--- src/rtl/gcd_job_feeder.sv ---
// Host-side job feeder for an external GCD core: queues (A,B) jobs from the host,
// hands them to the core one at a time and queues the results for the host to read.
module gcd_job_feeder #(
    parameter int unsigned DEPTH = 8
) (
    input  logic        csi_clk,
    input  logic        rsi_reset,
    input  logic [2:0]  avs_s0_address,
    input  logic        avs_s0_write,
    input  logic [31:0] avs_s0_writedata,
    input  logic        avs_s0_read,
    output logic [31:0] avs_s0_readdata,
    output logic        coe_gcd_a_write,
    output logic        coe_gcd_b_write,
    output logic [31:0] coe_gcd_a_data,
    output logic [31:0] coe_gcd_b_data,
    output logic        coe_gcd_res_read,
    input  logic [31:0] coe_gcd_res_data,
    input  logic [7:0]  coe_gcd_res_valid
);

    localparam int unsigned PW = $clog2(DEPTH);
    localparam int unsigned CW = PW + 1;

    typedef enum logic [2:0] {
        ST_IDLE,
        ST_LOAD_A,
        ST_LOAD_B,
        ST_WAIT,
        ST_CAPTURE,
        ST_DRAIN
    } state_t;

    state_t         state_q, state_d;
    logic [31:0]    staged_a_q, staged_a_d;
    logic [31:0]    op_a_q, op_a_d;
    logic [31:0]    op_b_q, op_b_d;
    logic           in_flight_q, in_flight_d;
    logic           flush_pend_q, flush_pend_d;
    logic           ovf_q, ovf_d;
    logic           udf_q, udf_d;
    logic [31:0]    rdata_q, rdata_d;
    logic           a_write_q, a_write_d;
    logic           b_write_q, b_write_d;
    logic           res_read_q, res_read_d;
    logic [31:0]    a_data_q, a_data_d;
    logic [31:0]    b_data_q, b_data_d;

    logic [PW-1:0]  job_wr_q, job_wr_d, job_rd_q, job_rd_d;
    logic [CW-1:0]  job_cnt_q, job_cnt_d;
    logic [PW-1:0]  res_wr_q, res_wr_d, res_rd_q, res_rd_d;
    logic [CW-1:0]  res_cnt_q, res_cnt_d;

    logic [63:0]    job_mem_q [DEPTH];
    logic [31:0]    res_mem_q [DEPTH];

    logic           host_wr_a, host_push, host_flush;
    logic           job_push, job_pop, res_push, res_pop;
    logic [31:0]    res_push_data;
    logic [CW-1:0]  job_occ;
    logic           job_full, job_empty, res_full, res_empty, busy, res_valid;
    logic [63:0]    job_head;
    logic [31:0]    head_a, head_b, res_head, status;
    logic           unused_valid_hi;

    assign host_wr_a  = avs_s0_write && (avs_s0_address == 3'd0);
    assign host_push  = avs_s0_write && (avs_s0_address == 3'd1);
    assign host_flush = avs_s0_write && (avs_s0_address == 3'd4) && avs_s0_writedata[0];

    // The in-flight job still occupies a job slot until its result is captured.
    assign job_occ   = job_cnt_q + CW'(in_flight_q);
    assign job_full  = (job_occ == CW'(DEPTH));
    assign job_empty = (job_cnt_q == '0);
    assign res_full  = (res_cnt_q == CW'(DEPTH));
    assign res_empty = (res_cnt_q == '0);
    assign busy      = (state_q != ST_IDLE);
    assign res_valid = coe_gcd_res_valid[0];
    assign unused_valid_hi = ^coe_gcd_res_valid[7:1];

    assign job_head = job_mem_q[job_rd_q];
    assign head_a   = job_head[63:32];
    assign head_b   = job_head[31:0];
    assign res_head = res_mem_q[res_rd_q];
    assign status   = {16'b0, 8'(job_occ), 4'(res_cnt_q), udf_q, ovf_q, busy, res_empty};

    always_comb begin
        state_d       = state_q;
        staged_a_d    = staged_a_q;
        op_a_d        = op_a_q;
        op_b_d        = op_b_q;
        in_flight_d   = in_flight_q;
        flush_pend_d  = flush_pend_q;
        ovf_d         = ovf_q;
        udf_d         = udf_q;
        rdata_d       = '0;
        job_push      = 1'b0;
        job_pop       = 1'b0;
        res_push      = 1'b0;
        res_pop       = 1'b0;
        res_push_data = '0;

        if (host_wr_a) begin
            staged_a_d = avs_s0_writedata;
        end
        if (host_push) begin
            if (job_full) begin
                ovf_d = 1'b1;
            end else begin
                job_push = 1'b1;
            end
        end
        if (avs_s0_read) begin
            case (avs_s0_address)
                3'd2: begin
                    if (res_empty) begin
                        udf_d = 1'b1;
                    end else begin
                        rdata_d = res_head;
                        res_pop = 1'b1;
                    end
                end
                3'd3:    rdata_d = status;
                default: rdata_d = '0;
            endcase
        end

        // Dispatch only when a result slot is free, so capture can never overflow.
        case (state_q)
            ST_IDLE: begin
                if (!job_empty && !res_full) begin
                    job_pop = 1'b1;
                    if ((head_a == '0) || (head_b == '0)) begin
                        res_push      = 1'b1;
                        res_push_data = head_a | head_b;
                    end else begin
                        op_a_d      = head_a;
                        op_b_d      = head_b;
                        in_flight_d = 1'b1;
                        state_d     = ST_LOAD_A;
                    end
                end
            end
            ST_LOAD_A: state_d = ST_LOAD_B;
            ST_LOAD_B: begin
                state_d      = flush_pend_q ? ST_DRAIN : ST_WAIT;
                flush_pend_d = 1'b0;
            end
            ST_WAIT: begin
                if (res_valid) begin
                    state_d = ST_CAPTURE;
                end
            end
            ST_CAPTURE: begin
                res_push      = 1'b1;
                res_push_data = coe_gcd_res_data;
                in_flight_d   = 1'b0;
                state_d       = ST_IDLE;
            end
            ST_DRAIN: begin
                if (res_valid) begin
                    state_d = ST_IDLE;
                end
            end
            default: state_d = ST_IDLE;
        endcase

        // A half-loaded core is completed with B=A so its result can be drained.
        if (host_flush) begin
            ovf_d       = 1'b0;
            udf_d       = 1'b0;
            in_flight_d = 1'b0;
            job_push    = 1'b0;
            job_pop     = 1'b0;
            res_push    = 1'b0;
            res_pop     = 1'b0;
            case (state_q)
                ST_LOAD_A: begin
                    state_d      = ST_LOAD_B;
                    op_b_d       = op_a_q;
                    flush_pend_d = 1'b1;
                end
                ST_LOAD_B, ST_WAIT, ST_DRAIN: begin
                    state_d      = ST_DRAIN;
                    flush_pend_d = 1'b0;
                end
                default: begin
                    state_d      = ST_IDLE;
                    flush_pend_d = 1'b0;
                end
            endcase
        end

        if (host_flush) begin
            job_wr_d  = '0;
            job_rd_d  = '0;
            job_cnt_d = '0;
            res_wr_d  = '0;
            res_rd_d  = '0;
            res_cnt_d = '0;
        end else begin
            job_wr_d  = job_wr_q + PW'(job_push);
            job_rd_d  = job_rd_q + PW'(job_pop);
            job_cnt_d = job_cnt_q + CW'(job_push) - CW'(job_pop);
            res_wr_d  = res_wr_q + PW'(res_push);
            res_rd_d  = res_rd_q + PW'(res_pop);
            res_cnt_d = res_cnt_q + CW'(res_push) - CW'(res_pop);
        end

        a_write_d  = (state_d == ST_LOAD_A);
        b_write_d  = (state_d == ST_LOAD_B);
        a_data_d   = (state_d == ST_LOAD_A) ? op_a_d : '0;
        b_data_d   = (state_d == ST_LOAD_B) ? op_b_d : '0;
        res_read_d = (state_d == ST_CAPTURE) || ((state_q == ST_DRAIN) && (state_d == ST_IDLE));
    end

    always_ff @(posedge csi_clk or posedge rsi_reset) begin
        if (rsi_reset) begin
            state_q      <= ST_IDLE;
            staged_a_q   <= '0;
            op_a_q       <= '0;
            op_b_q       <= '0;
            in_flight_q  <= 1'b0;
            flush_pend_q <= 1'b0;
            ovf_q        <= 1'b0;
            udf_q        <= 1'b0;
            rdata_q      <= '0;
            a_write_q    <= 1'b0;
            b_write_q    <= 1'b0;
            res_read_q   <= 1'b0;
            a_data_q     <= '0;
            b_data_q     <= '0;
            job_wr_q     <= '0;
            job_rd_q     <= '0;
            job_cnt_q    <= '0;
            res_wr_q     <= '0;
            res_rd_q     <= '0;
            res_cnt_q    <= '0;
        end else begin
            state_q      <= state_d;
            staged_a_q   <= staged_a_d;
            op_a_q       <= op_a_d;
            op_b_q       <= op_b_d;
            in_flight_q  <= in_flight_d;
            flush_pend_q <= flush_pend_d;
            ovf_q        <= ovf_d;
            udf_q        <= udf_d;
            rdata_q      <= rdata_d;
            a_write_q    <= a_write_d;
            b_write_q    <= b_write_d;
            res_read_q   <= res_read_d;
            a_data_q     <= a_data_d;
            b_data_q     <= b_data_d;
            job_wr_q     <= job_wr_d;
            job_rd_q     <= job_rd_d;
            job_cnt_q    <= job_cnt_d;
            res_wr_q     <= res_wr_d;
            res_rd_q     <= res_rd_d;
            res_cnt_q    <= res_cnt_d;
        end
    end

    always_ff @(posedge csi_clk or posedge rsi_reset) begin
        if (rsi_reset) begin
            for (int unsigned i = 0; i < DEPTH; i++) begin
                job_mem_q[PW'(i)] <= '0;
                res_mem_q[PW'(i)] <= '0;
            end
        end else begin
            if (job_push) begin
                job_mem_q[job_wr_q] <= {staged_a_q, avs_s0_writedata};
            end
            if (res_push) begin
                res_mem_q[res_wr_q] <= res_push_data;
            end
        end
    end

    assign avs_s0_readdata  = rdata_q;
    assign coe_gcd_a_write  = a_write_q;
    assign coe_gcd_b_write  = b_write_q;
    assign coe_gcd_a_data   = a_data_q;
    assign coe_gcd_b_data   = b_data_q;
    assign coe_gcd_res_read = res_read_q;

endmodule

--- config.mk ---
export PLATFORM = sky130hd
export DESIGN_NAME = gcd_job_feeder
export DESIGN_NICKNAME = d
export VERILOG_FILES = /design/src/rtl/gcd_job_feeder.sv
export SDC_FILE = /design/constraint.sdc
export NUM_CORES = 2
export LEC_CHECK = 0
export ABC_AREA = 1
export BUFFER_PORTS_ARGS = -buffer_cell sky130_fd_sc_hd__buf_2
export CAP_MARGIN = 40
export CORE_MARGIN = 2
export CORE_UTILIZATION = 45
export DETAILED_ROUTE_END_ITERATION = 7
export PLACE_DENSITY_LB_ADDON = 0.1
export SLEW_MARGIN = 5
export SYNTH_ARGS = -nofsm -noshare
export SYNTH_HDL_FRONTEND = slang
export SYNTH_SLANG_ARGS = --single-unit
--- constraint.sdc ---
create_clock -name csi_clk -period 84.9 [get_ports csi_clk]
set_input_delay 0 -clock csi_clk [delete_from_list [all_inputs] [get_ports csi_clk]]
set_output_delay 0 -clock csi_clk [all_outputs]
set_load 0.005 [all_outputs]
# Word-level counts from Yosys, hierarchy flattened
# Index checks and enable logic that the tools add are counted.
# op_classes
n_addsub	9
n_reduce_logical	31
n_eq_ne	16
n_lt_le_gt_ge	6
mux	70
bitwise_logic	5
# op_table
operator	n
32-bit two-way mux	17
512-bit bitwise mux	1
256-bit bitwise mux	1
64-bit binary-select mux with 3-bit select	1
64-bit demux with 3-bit select	1
64-bit two-way mux	3
32-bit case mux with 2 select lines	2
32-bit binary-select mux with 3-bit select	1
32-bit demux with 3-bit select	1
32-bit zero test	2
32-bit OR	1
3-bit two-way mux	10
1-bit two-way mux	26
4-bit >= comparator, second input constant	4
3-bit inverter with 4-bit output	4
3-bit by 2-bit equality test with 1-bit output, second input constant	5
3-bit case mux with 5 select lines	1
3-bit by 1-bit adder with 3-bit output	4
4-bit by 1-bit adder with 4-bit output	3
3-bit equality test, second input constant	4
2-bit nonzero test	6
3-bit by 1-bit equality test with 1-bit output, second input constant	3
3-bit zero test	3
4-bit equality test, second input constant	2
other kinds (14)	31
# totals
reg_bits	990
input_bits	79

# Logic depth before layout (Yosys ltp)
# depth
depth_word	13
ltp_mapped	26
mapped_depth_nobuf	22

# Worst setup path before layout
# OpenSTA, ideal clock, no wires.
# synth_timing
path_kind	reg2reg
startpoint	register job_rd_q[0]
endpoint	register res_cnt_q[2]
setup_time_ns	0.114
required_time_ns	84.786
slack_ns	81.320
stages_incl_launch_ff	27
synth_period_minus_slack_ns	3.580
n_path_buf	5
arrival_ns	3.466
path_cell_list	dfrtp_1 -> buf_2 -> inv_2 -> buf_6 -> buf_4 -> buf_2 -> nand2_1 -> nand3_1 -> nand3_1 -> nand2_1 -> nand2_1 -> nor2_1 -> nand2_1 -> nor2_1 -> nand2_1 -> nand2_2 -> nand2_1 -> a21oi_4 -> buf_2 -> inv_1 -> ha_1 -> inv_1 -> ha_1 -> fa_1 -> xor2_1 -> nand2_1 -> inv_1
# synth_via
elab_chain_len	13
elab_cells_between_ends	14
cone_classes	add/sub (2); mux (8); bitwise (1); reduce/logical (3)
# synth_lines
item	line	text
start: declaration	49	logic [PW-1:0] job_wr_q, job_wr_d, job_rd_q, job_rd_d;
start signal: assignment	254	job_rd_q <= job_rd_d;
3-bit inverter with 4-bit output (not written as such) *	80	assign job_head = job_mem_q[job_rd_q];
64-bit binary-select mux with 3-bit select *	80	
64-bit two-way mux (not written as such) * (2 in series)	80	
32-bit zero test	132	if ((head_a == '0) || (head_b == '0)) begin
1-bit logical OR *	132	
1-bit two-way mux *	132	
1-bit two-way mux *	130	if (!job_empty && !res_full) begin
1-bit case mux with 2 select lines *	128	case (state_q)
1-bit two-way mux *	168	if (host_flush) begin
4-bit by 1-bit adder with 4-bit output *	206	res_cnt_d = res_cnt_q + CW'(res_push) - CW'(res_pop);
4-bit by 1-bit subtractor with 4-bit output *	206	
4-bit two-way mux *	193	if (host_flush) begin
named net res_cnt_d[2]	52	logic [CW-1:0] res_cnt_q, res_cnt_d;
end signal: assignment	258	res_cnt_q <= res_cnt_d;
end: declaration	52	
# Mark *: on every way through the listed nets, which the timed path passes. The rest lies on a longest branch. The select of a mux whose other input is x is not followed.
# A chain may end at the register's enable or synchronous reset.

# Worst setup path after layout
# layout_timing
startpoint	register job_rd_q[0]
endpoint	register res_mem_q[219] (netlist bit)
# layout_via
elab_chain_len	10
elab_cells_between_ends	16
cone_classes	mux (11); bitwise (2); reduce/logical (3)
# layout_lines
item	line	text
3-bit inverter with 4-bit output (not written as such) *	80	
64-bit binary-select mux with 3-bit select *	80	
64-bit two-way mux (not written as such) * (2 in series)	80	
32-bit zero test	132	
1-bit logical OR	132	
32-bit two-way mux / 1-bit two-way mux (equally long branches)	132	
32-bit two-way mux / 1-bit two-way mux (equally long branches)	130	
32-bit case mux with 2 select lines / 1-bit case mux with 2 select lines (equally long branches)	128	
256-bit bitwise mux / 1-bit two-way mux (equally long branches)	273, 168	
end signal: indexed assignment	273	res_mem_q[res_wr_q] <= res_push_data;
end: declaration	55	logic [31:0] res_mem_q [DEPTH];
# Mark *: on every way between the ends. The rest lies on a longest branch, timed or not. The select of a mux whose other input is x is not followed.

==> metrics.cfg <==
[global_route]
grt_start_max_net_pins = 166
grt.overflow.total = 0
grt_pass1_wl_um = 225000
grt_usage_pct = 28.1
grt_pass1_vias = 36940
antenna_found_initial = 0

[drt]
drc = 0
vias = 38781
wire_per_inst_um = 19.8
wirelength_um = 145000
final_antenna_net_count = 0
dr.pass1.iters = 7
vias_per_cell = 5.30
first_iter_violations = 3694

[synthesis]
synthCells = 5812
synthAdderAreaFrac_pct = 0.691
syn_avg_cell_area_um2 = 7.85
synth-xor-area-share_pct = 0.154
netlist.area_leader.share_pct = 54.3
synth_cell_types = 32
synth-compound-area-share_pct = 9.71
mappedNetlistArea_um2 = 45600
synth_area_leaders = dfrtp_1 (54%), nand2_1 (17%), o21ai_0 (8.1%), nand3_1 (6.7%), inv_1 (3.9%)
synth_largest_area_cell = dfrtp_1
synth_warnings = 0
synth_nets = 5915
ys_seq_elements = 990
synth_mux_area_share_pct = 0
synthSimpleGateAreaFrac_pct = 27.5
synth_top_family_by_area = simple AND/OR/NAND/NOR gates
synth_seq_area_share_pct = 54.3

[setup_path]
reg2reg_depth = 22
cpLargestDelayFamily = buffers and inverters
crit_path_cell_trace = clkinv_8 -> buf_4 -> buf_12 -> buf_4 -> nand2_1 -> nand3_1 -> nand3_1 -> nand2_1 -> nand2_1 -> nor2_1 -> nand2_1 -> nor2_1 -> nand2_1 -> buf_4 -> nand2_2 -> nand2_1 -> a21oi_4 -> buf_4 -> buf_16 -> buf_4 -> nand3_1 -> nand2_1
crit_path_top_delay_cell = dfrtp_4
crit_arrival_ns = 7.74
critPathMostFrequentCell = nand2_1
crit_cells = 22
timing.rr.end = res_mem_q[219]
crit_path_start_kind = flip-flop
cp_data_required_time_ns = 85.53
cp_max_fo = 123
path_class = flip-flop to flip-flop
path_buf_inv = 8
cpPeakStageDelay_ns = 0.67
endpoint_kind = flip-flop
r2r-start = job_rd_q[0]
rrSetupSlack_ns = 77.80

[floorplan]
die_x_um = 322
initial_utilization_pct = 45.5
die_h_um = 322
row_count = 116
coreArea_um2 = 100000
die_area_um2 = 104000
num_io_pins = 178

[pwr]
irDropWorstVdd_v = 0.0000171
seqPwrFrac_pct = 35.7
pwr-share-clk_pct = 27.4
intPower_mw = 1.04
leakagePower_nw = 26.9
combPwrFrac_pct = 36.9
power_density_nw_per_um2 = 33.9
power_switching_uw = 728
total_power_mw = 1.77
p_sw_share_pct = 41.1

[placement]
placed_area_um2 = 47800
post-place-cells = 7049
place_congestion = 0.831
dpl.hpwl_um = 86500
port_buffers = 170

[sta]
rsz0062_at_grt = no
relSlewSlack_pct = 31.3
period_minus_slack_ns = 7.10
fmax_mhz = 141
finalSetupViolations = 0
slew_violations = 0
clock_skew_ns = 0.0184
hold_viol = 0
worstMarginPinSlew_ns = 1.03
period_share_pct = 8.37
fin_setup_tns_ns = 0

[flow_run]
cap_violations = 0

[run_status]
status = finished clean

[clocking]
numCtsBuffers = 110
insertion_delay_ns = 0.70
clockRootBuffer = clkbuf_16
cts.htree.levels = 3
clockBufferDepth = 3
cts-resized-gates = 0
cts_sinks = 990
path_clk_slew_ns = 0.06
tritoncts = built

[final_layout]
diodes = 0
layout_commonest_cell = nand2_1
final_nets = 5980
area_growth_syn_to_layout_pct = 14.5
final_layout_size_suffix_gt1_share_pct = 8.59
final_cells = 7318
design_area_um2 = 52200
final_cell_mix = nand2_1 (2059), dfrtp_1 (985), o21ai_0 (741)

[worst_hold_path]
min-delay-start = coe_gcd_res_data[28]
min_path_type = primary input to flip-flop
min_to = res_mem_q[156]
min_path_cells = 5

## power groups by stage
stage | clock (mW) | sequential [mW] | combinational (mW)
6_report | 0.485 | 0.632 | 0.654
5_1_grt | 0.512 | 0.644 | 0.727
4_1_cts | 0.493 | 0.632 | 0.654
3_5_place_dp | 0 | 0.640 | 0.649
3_3_place_gp | 0 | 0.638 | 0.636
2_1_floorplan | 0 | 0.617 | 0.418
## per-layer routing
metal / routed length (µm) / vias up / global-route usage, %
met5: 0 / - / 0
met4: 5400 / 0 / 10.4
met3: 7550 / 268 / 3.65
met2: 68800 / 1121 / 46.3
met1: 63200 / 18846 / 38.0
li1: - / 18546 / -
## kinds of logic after synthesis
logic type / count (synthesis)
AOI/OAI and AO/OA: 851
xor gates and xnor gates: 8
adders and majority gates: 24
buffers and inverters: 871
DFF: 990
and+or+nand+nor: 3068
## flip-flops by register name, summed over array words and instances, names as in the netlist, 32 cells and up
| register | cells |
|---|---|
| job_mem_q | 512 |
| avs_s0_readdata | 32 |
| res_mem_q | 256 |
| coe_gcd_b_data | 32 |
| coe_gcd_a_data | 32 |
| op_b_q | 32 |
| staged_a_q | 32 |
| op_a_q | 32 |
## stage by stage
| step | hold slack [ns] | setup slack (ns) | util, % |
|---|---|---|---|
| after CTS | 0.0130 | 77.82 | 52.1 |
| after global routing | 0.0382 | 77.24 | 52.1 |
| final | 0.0467 | 77.80 | 52.1 |
| after detailed placement | -0.0834 | 77.82 | 47.7 |
| after global placement | 0.229 | 77.50 | 47.2 |
| after floorplan | 0.163 | 57.05 | - |
## Yosys cell counts
cell / n
nand2_1: 2062
dfrtp_1: 990
o21ai_0: 741
nand3_1: 609
inv_1: 474
nor2_1: 280
clkbuf_1: 275
buf_2: 57
nand4_1: 36
or2_2: 34
and2_1: 32
buf_4: 29
buf_1: 28
o221ai_1: 24
a21oi_1: 23
ha_1: 22
a31oi_1: 20
o22ai_1: 20
o21ai_1: 17
nor3_1: 13
xor2_1: 7
clkinv_1: 5
a21o_1: 2
fa_1: 2
inv_2: 2
nand2_2: 2
a21oi_4: 1
a221oi_1: 1
a32o_1: 1
buf_6: 1
o31ai_1: 1
xnor2_1: 1
## tightest hold or removal path, cell delays in order
cell	delay (ns)
buf_2	0.08
nand2_1	0.10
nand2_1	0.34
nand3_1	0.12
nand2_1	0.07
## worst max path at each step
| stage | endpoint | slack, ns | startpoint |
|---|---|---|---|
| after floorplan | avs_s0_readdata[0] | 57.05 | rsi_reset |
| after global placement | res_mem_q[219] | 77.50 | job_rd_q[0] |
| after detailed placement | res_mem_q[191] | 77.82 | job_rd_q[0] |
| after CTS | res_mem_q[191] | 77.82 | job_rd_q[0] |
| after global routing | res_mem_q[186] | 77.24 | job_rd_q[0] |
| final | res_mem_q[219] | 77.80 | job_rd_q[0] |
## layout make-up
type	instances	area, µm²
clock inverter	20	193
fill	9745	48100
timing repair buffer	343	2700
clock buffer	176	3490
inverter	481	1830
sequential	990	24800
multi-input combinational	3951	17500
tap	1357	1700
## what timing repair did
action / 4_1_cts / 5_1_grt
setup buffers: 0 / 0
hold buffers: 73 / 0
endpoints found under the hold margin: 845 / 0
No activity file was read; power rests on OpenSTA's default activity.
